[src/rtl/comparator_pipe.sv]
// comparator_pipe: pipelined WIDTH-bit magnitude comparator, SEG bits per stage
// resolved MSB first, valid/ready on both sides with a single global advance.
// Optional feature: define COMPARATOR_PIPE_MINMAX_EN to add out_min/out_max,
// which needs the original operands carried to the last stage.

// Per-stage segment resolver: folds one SEG-bit slice into the carried verdict.
module comparator_pipe_seg #(
  parameter int SEG = 8
) (
  input  logic [SEG-1:0] seg_a,
  input  logic [SEG-1:0] seg_b,
  input  logic           dec,
  input  logic           gt,
  input  logic           lt,
  output logic           dec_n,
  output logic           gt_n,
  output logic           lt_n
);
  // First differing segment decides; later segments cannot override it.
  always_comb begin
    dec_n = dec;
    gt_n  = gt;
    lt_n  = lt;
    if (!dec) begin
      if (seg_a > seg_b) begin
        dec_n = 1'b1;
        gt_n  = 1'b1;
      end else if (seg_a < seg_b) begin
        dec_n = 1'b1;
        lt_n  = 1'b1;
      end
    end
  end
endmodule

module comparator_pipe #(
  parameter int WIDTH = 32,
  parameter int SEG   = 8,
  parameter int TAG_W = 4
) (
  input  logic             clk,
  input  logic             rst,
  input  logic             in_valid,
  output logic             in_ready,
  input  logic [WIDTH-1:0] in_a,
  input  logic [WIDTH-1:0] in_b,
  input  logic             in_signed,
  input  logic [TAG_W-1:0] in_tag,
  output logic             out_valid,
  input  logic             out_ready,
  output logic             out_eq,
  output logic             out_gt,
  output logic             out_lt,
  output logic [TAG_W-1:0] out_tag
`ifdef COMPARATOR_PIPE_MINMAX_EN
  ,
  output logic [WIDTH-1:0] out_min,
  output logic [WIDTH-1:0] out_max
`endif
);
  localparam int STAGES = WIDTH / SEG;

  logic             adv;
  logic [WIDTH-1:0] cap_a, cap_b;

  // Index 0 is the input side; index k+1 is the register of stage k.
  logic [STAGES:0]            vld_pipe, dec_pipe, gt_pipe, lt_pipe;
  logic [STAGES:0][TAG_W-1:0] tag_pipe;

  assign adv       = !out_valid || out_ready;
  assign in_ready  = adv;

  // Flipping the sign bit maps two's-complement order onto unsigned order.
  assign cap_a = in_a ^ (WIDTH'(in_signed) << (WIDTH - 1));
  assign cap_b = in_b ^ (WIDTH'(in_signed) << (WIDTH - 1));

  assign vld_pipe[0] = in_valid;
  assign dec_pipe[0] = 1'b0;
  assign gt_pipe[0]  = 1'b0;
  assign lt_pipe[0]  = 1'b0;
  assign tag_pipe[0] = in_tag;

`ifdef COMPARATOR_PIPE_MINMAX_EN
  logic [STAGES:0][WIDTH-1:0] ora_pipe, orb_pipe;
  assign ora_pipe[0] = in_a;
  assign orb_pipe[0] = in_b;
`endif

  for (genvar k = 0; k < STAGES; k++) begin : g_stg
    // Operand bits still unresolved on entry to this stage.
    localparam int SW = WIDTH - k * SEG;

    logic [SW-1:0]    src_a, src_b;
    logic             dec_n, gt_n, lt_n;
    logic             vld_r, dec_r, gt_r, lt_r;
    logic [TAG_W-1:0] tag_r;

    if (k == 0) begin : g_first
      assign src_a = cap_a;
      assign src_b = cap_b;
    end else begin : g_next
      assign src_a = g_stg[k-1].g_carry.a_r;
      assign src_b = g_stg[k-1].g_carry.b_r;
    end

    comparator_pipe_seg #(.SEG(SEG)) u_seg (
      .seg_a (src_a[SW-1 -: SEG]),
      .seg_b (src_b[SW-1 -: SEG]),
      .dec   (dec_pipe[k]),
      .gt    (gt_pipe[k]),
      .lt    (lt_pipe[k]),
      .dec_n (dec_n),
      .gt_n  (gt_n),
      .lt_n  (lt_n)
    );

    // Control state of this stage: shifts on adv, bubbles travel as vld=0.
    always_ff @(posedge clk) begin
      if (rst) begin
        vld_r <= 1'b0;
        dec_r <= 1'b0;
        gt_r  <= 1'b0;
        lt_r  <= 1'b0;
        tag_r <= '0;
      end else if (adv) begin
        vld_r <= vld_pipe[k];
        dec_r <= dec_n;
        gt_r  <= gt_n;
        lt_r  <= lt_n;
        tag_r <= tag_pipe[k];
      end
    end

    assign vld_pipe[k+1] = vld_r;
    assign dec_pipe[k+1] = dec_r;
    assign gt_pipe[k+1]  = gt_r;
    assign lt_pipe[k+1]  = lt_r;
    assign tag_pipe[k+1] = tag_r;

    // Only the not-yet-examined low bits travel on; the last stage keeps none.
    if (k < STAGES - 1) begin : g_carry
      logic [SW-SEG-1:0] a_r, b_r;
      // Remaining operand bits; pure data, qualified by vld downstream.
      always_ff @(posedge clk) begin
        if (adv) begin
          a_r <= src_a[SW-SEG-1:0];
          b_r <= src_b[SW-SEG-1:0];
        end
      end
    end

`ifdef COMPARATOR_PIPE_MINMAX_EN
    logic [WIDTH-1:0] ora_r, orb_r;
    // Original operands ride along so min/max come out un-inverted.
    always_ff @(posedge clk) begin
      if (rst) begin
        ora_r <= '0;
        orb_r <= '0;
      end else if (adv) begin
        ora_r <= ora_pipe[k];
        orb_r <= orb_pipe[k];
      end
    end
    assign ora_pipe[k+1] = ora_r;
    assign orb_pipe[k+1] = orb_r;
`endif
  end

  assign out_valid = vld_pipe[STAGES];
  // Gate with valid so idle/reset shows all flags low; undecided means equal.
  assign out_eq    = out_valid && !dec_pipe[STAGES];
  assign out_gt    = out_valid && gt_pipe[STAGES];
  assign out_lt    = out_valid && lt_pipe[STAGES];
  assign out_tag   = tag_pipe[STAGES];

`ifdef COMPARATOR_PIPE_MINMAX_EN
  // Equal operands report A on both sides.
  assign out_min = gt_pipe[STAGES] ? orb_pipe[STAGES] : ora_pipe[STAGES];
  assign out_max = lt_pipe[STAGES] ? orb_pipe[STAGES] : ora_pipe[STAGES];
`endif
endmodule
[config.mk]
export PLATFORM = sky130hd
export DESIGN_NAME = comparator_pipe
export DESIGN_NICKNAME = d
export VERILOG_FILES = /design/src/rtl/comparator_pipe.sv
export SDC_FILE = /design/constraint.sdc
export NUM_CORES = 1
export LEC_CHECK = 0
export CORE_MARGIN = 8
export CORE_UTILIZATION = 40
export CTS_CLUSTER_DIAMETER = 40
export DETAILED_ROUTE_END_ITERATION = 10
export PLACE_DENSITY = 0.74
export SLEW_MARGIN = 30
export SYNTH_ARGS = -nofsm -noshare
export SYNTH_HDL_FRONTEND = slang
export SYNTH_SLANG_ARGS = --single-unit
[constraint.sdc]
create_clock -name clk -period 3 [get_ports clk]
set_input_delay 0.6 -clock clk [delete_from_list [all_inputs] [get_ports clk]]
set_output_delay 0.6 -clock clk [all_outputs]
set_load 0.02 [all_outputs]
Word-level counts from Yosys, hierarchy flattened --
Index checks and enable logic that the tools add are counted.
Word-level totals: memories kept 0, RAM bits 0, latch bits 0, word-level logic and storage cells 70, flip-flop bits (word level) 128, ROM bits 0, bits of input ports 73
Cells by class: bitwise operators 2, add/subtract/negate cells 0, divide/modulo/power cells 0, $lt $le $gt $ge 8, reduce and logical (&&, ||, !) cells 6, shift operators 0, multipliers 0, mux-type cells 28, equal/unequal tests 0
Operator list (count):
- bitwise XOR 32 bit | 2
- greater-than comparator 8 bit | 4
- less-than comparator 8 bit | 4
- 2-to-1 mux 1 bit | 28
- logical AND 1 bit | 3
- zero test 1 bit | 2
- logical OR 1 bit | 1

Longest topological paths before layout --
depth after elaboration 4, mapped depth 7

By module --
From an unflattened synthesis, not the netlist that was laid out.
Second synthesis, totals: cell total of the unflattened synthesis 364, area, all modules 5183.7 sq um
By module, submodules not included:
- comparator_pipe | seq. area each 3523.4 sq um, instances 1, cells each 228, area each 4257.8 sq um
- comparator_pipe_seg | seq. area each 0.0 sq um, instances 4, cells each 34, area each 231.5 sq um

Worst setup path after synthesis --
No wires, ideal clock.
kind input -> output, start in out_ready, end out in_ready, buffers on the path 2, arrival time 2.192 ns, data required time 2.400 ns, slack 0.208 ns, cell stages on the path 4, cell sequence nor2b_1 buf_2 inv_2 buf_2
Between the ends: word-level cells in the longest chain between the ends 1
Ends and longest elaborated chain:
- from (decl) | line 50 | input logic out_ready,
- logical OR 1 bit | line 70 | assign adv = !out_valid || out_ready;
- to (decl) | line 44 | output logic in_ready,
No other way between the ends.

Worst setup path in the final report --
Ends and elaborated chain as after synthesis.

==> run metrics <==
period utilization=0.8097; layout cells sized above 1=0.08932; chip height=~130 um; Reg clk slew, reported paths=0.06 ns; Post-CTS Setup Bufs=0; EDFF count, synth=96; Via density=4.677; Max Cap Violations=0; aggregate global routing overflow=0; hold crit path type=reg2reg; hold depth=0; list of most frequent post-synthesis cells=edfxtp_1 (96), nand2_1 (46), a21oi_1 (38); register area share after synthesis=0.7254; Sink Count=128; GR Util met3=0.04599; synthesized instance count=~350; RSZ-0062 raised after global routing=no; Fill cells=1017; most used routing layer=met2; Routed Antenna Nets=0; data arrival time of the worst path=1.83 ns; share of the synthesized area in the top cell type=0.5935; Root Buffer=clkbuf_16; routability-driven placement congestion ratio=roughly 0.75; drt wl/cell=12.91 um; ant diodes=0; num ports=82; Reg area=3523 um2; met2 Use GR=0.1707; Die Wd=126.2 um; CP Capture Type=output pin; final worst path period need=2.429 ns; Placement Rows=40; worst-path maximum fanout=2; clock buffer depth=2; flop2flop setup slack=between 1 and 1.5 ns; GRT Total Usage=0.1056; Die ar.=15930 um2; DR vias=2834; Post-Syn Area=4857 um2; Reg2Reg Depth=6; initial antenna violation count=0; Pwr Density=around 660 nW/um2; largest area contributor in the netlist=edfxtp_1; Tightest Pin Transition=just over 0.6 ns; final-stage net count=551; Worst Hold Launch=g_stg[1].g_carry.a_r[4]; Area growth, synth to finish=32.41%; RR Startpoint=g_stg[2].g_carry.a_r[1]; Hold Buf Count CTS=0; clk_lat worst skew=0.40 ns; Peak Freq=411.7 MHz; Post-synth ARST share=0; Iter 0 DRT Violations=122; post-cts sizing count=0; Primary FF master, synth=edfxtp_1; final setup vio count=0; worst clock skew=between 0.01 and 0.015 ns; Multi-input gate area=1176 um2; PortBufs=81; post-synthesis register bit count=about 130; startpoint types=input pin; synth unique cells=29; Pleak=2.567 nW; Mean Syn Cell Area=13.84 um2; r2r endpoint=g_stg[3].lt_r; most common cell in the netlist=edfxtp_1; Final Max Slew Viols=0; Max IR drop VDD=0.3504 mV; number of buffers created by CTS=17; Required @ worst endpoint=2.40 ns; YS warnings=0; total negative slack=0 ns; Post-Route WL=7826 um; Hold EP=g_stg[2].g_carry.a_r[4]; post-DP HPWL=5504 um; first drt pass iteration count=4; final hold violation count=0; DRC=0; Mapped Nets=456; CP Class=in2out; grt met1 use=0.1192; Final Core Density=0.5399; first-pass GRT wire length=13400 um; CTS HTree Levels=4; status=finished clean; Core Region=11910 um2; largest cells by area after synthesis=edfxtp_1 (59%), dfxtp_1 (13%), ha_1 (8.2%), a21oi_1 (3.9%), nand2_1 (3.6%); TritonCTS clock tree=yes; vias in the first global route=2958; largest net degree at the start of global routing=129; Initial Util=0.4078; Max-slew headroom=0.5860
flip-flops by register name (all words and copies together) (netlist names):
signal	cells
g_stg.gt_r	4
g_stg.dec_r	4
out_tag	4
out_valid	1
g_stg.g_carry.a_r	48
g_stg.lt_r	4
g_stg.tag_r	12
g_stg.g_carry.b_r	48
g_stg.vld_r	3
placed cells by master (no fill, tap or decap), drive strengths merged, types with 3 or more instances in the layout:
cell,instances
dfxtp,32
o21ai,13
o32ai,3
ha,32
nand2,46
clkbuf,17
clkinv,5
nand4,7
a21oi,38
edfxtp,96
a31oi,3
clkdlybuf4s50,81
inv,40
o211ai,3
buf,3
or2,3
nor2b,7
nor2,14
mux2i,3
how the worst max path moves through the flow:
stage	start	to	slack, ns	depth (start not counted)
after floorplan	out_ready	in_ready	0.21	4
after global placement	in_signed	g_stg[0].gt_r	0.55	7
after detailed placement	in_signed	g_stg[0].gt_r	0.50	7
after CTS	out_ready	in_ready	0.55	4
after global routing	out_ready	in_ready	0.53	4
final	out_ready	in_ready	0.57	4
routing by layer:
metal	part of all wire	up-vias
met4	0.013	0
met3	0.063	8
met1	0.44	1315
met2	0.49	65
met5	0	-
li1	-	1446
critical path, cell delays in order:
cell	delay (ns)
clkdlybuf4s50_1	0.49
nor2b_2	0.07
inv_4	0.07
clkdlybuf4s50_1	0.61
power by group:
part           switching, mW  internal (mW)
Clock                  0.783           1.16
Combinational          0.114          0.163
Sequential            0.0357           2.01
layout make-up:
type	count	area share
flip-flops and latches	128	0.5479
well taps	147	0.02860
clock buffers	17	0.06615
multi-input cells	182	0.1829
repair buffers	84	0.1315
clock inverters	15	0.02335
inverters	33	0.01965
per-stage QoR:
| step | setup slack [ns] | total power, mW | instance area (um2) | hold slack [ns] | std cells |
|---|---|---|---|---|---|
| floorplan | 0.2085 | 2.220 | 4857 | 0.4003 | 351 |
| global placement | 0.5529 | 2.352 | 5856 | 0.4044 | 574 |
| detailed placement | 0.4953 | 2.370 | 5856 | 0.4045 | 574 |
| CTS | 0.5520 | 4.327 | 6431 | 0.4133 | 606 |
| global route | 0.5274 | 4.447 | 6431 | 0.4157 | 606 |
| finish | 0.5709 | 4.274 | 6431 | 0.4112 | 606 |
cells by family after synthesis:
kind of cell	synth area share
fa+ha+maj	0.08243
mux	0.006183
xor+xnor	0.003607
compound gates	0.07470
buf+inv	0.03297
simple gates	0.07470
flops	0.7254
Note: power is estimated with default switching activity, not from simulation.
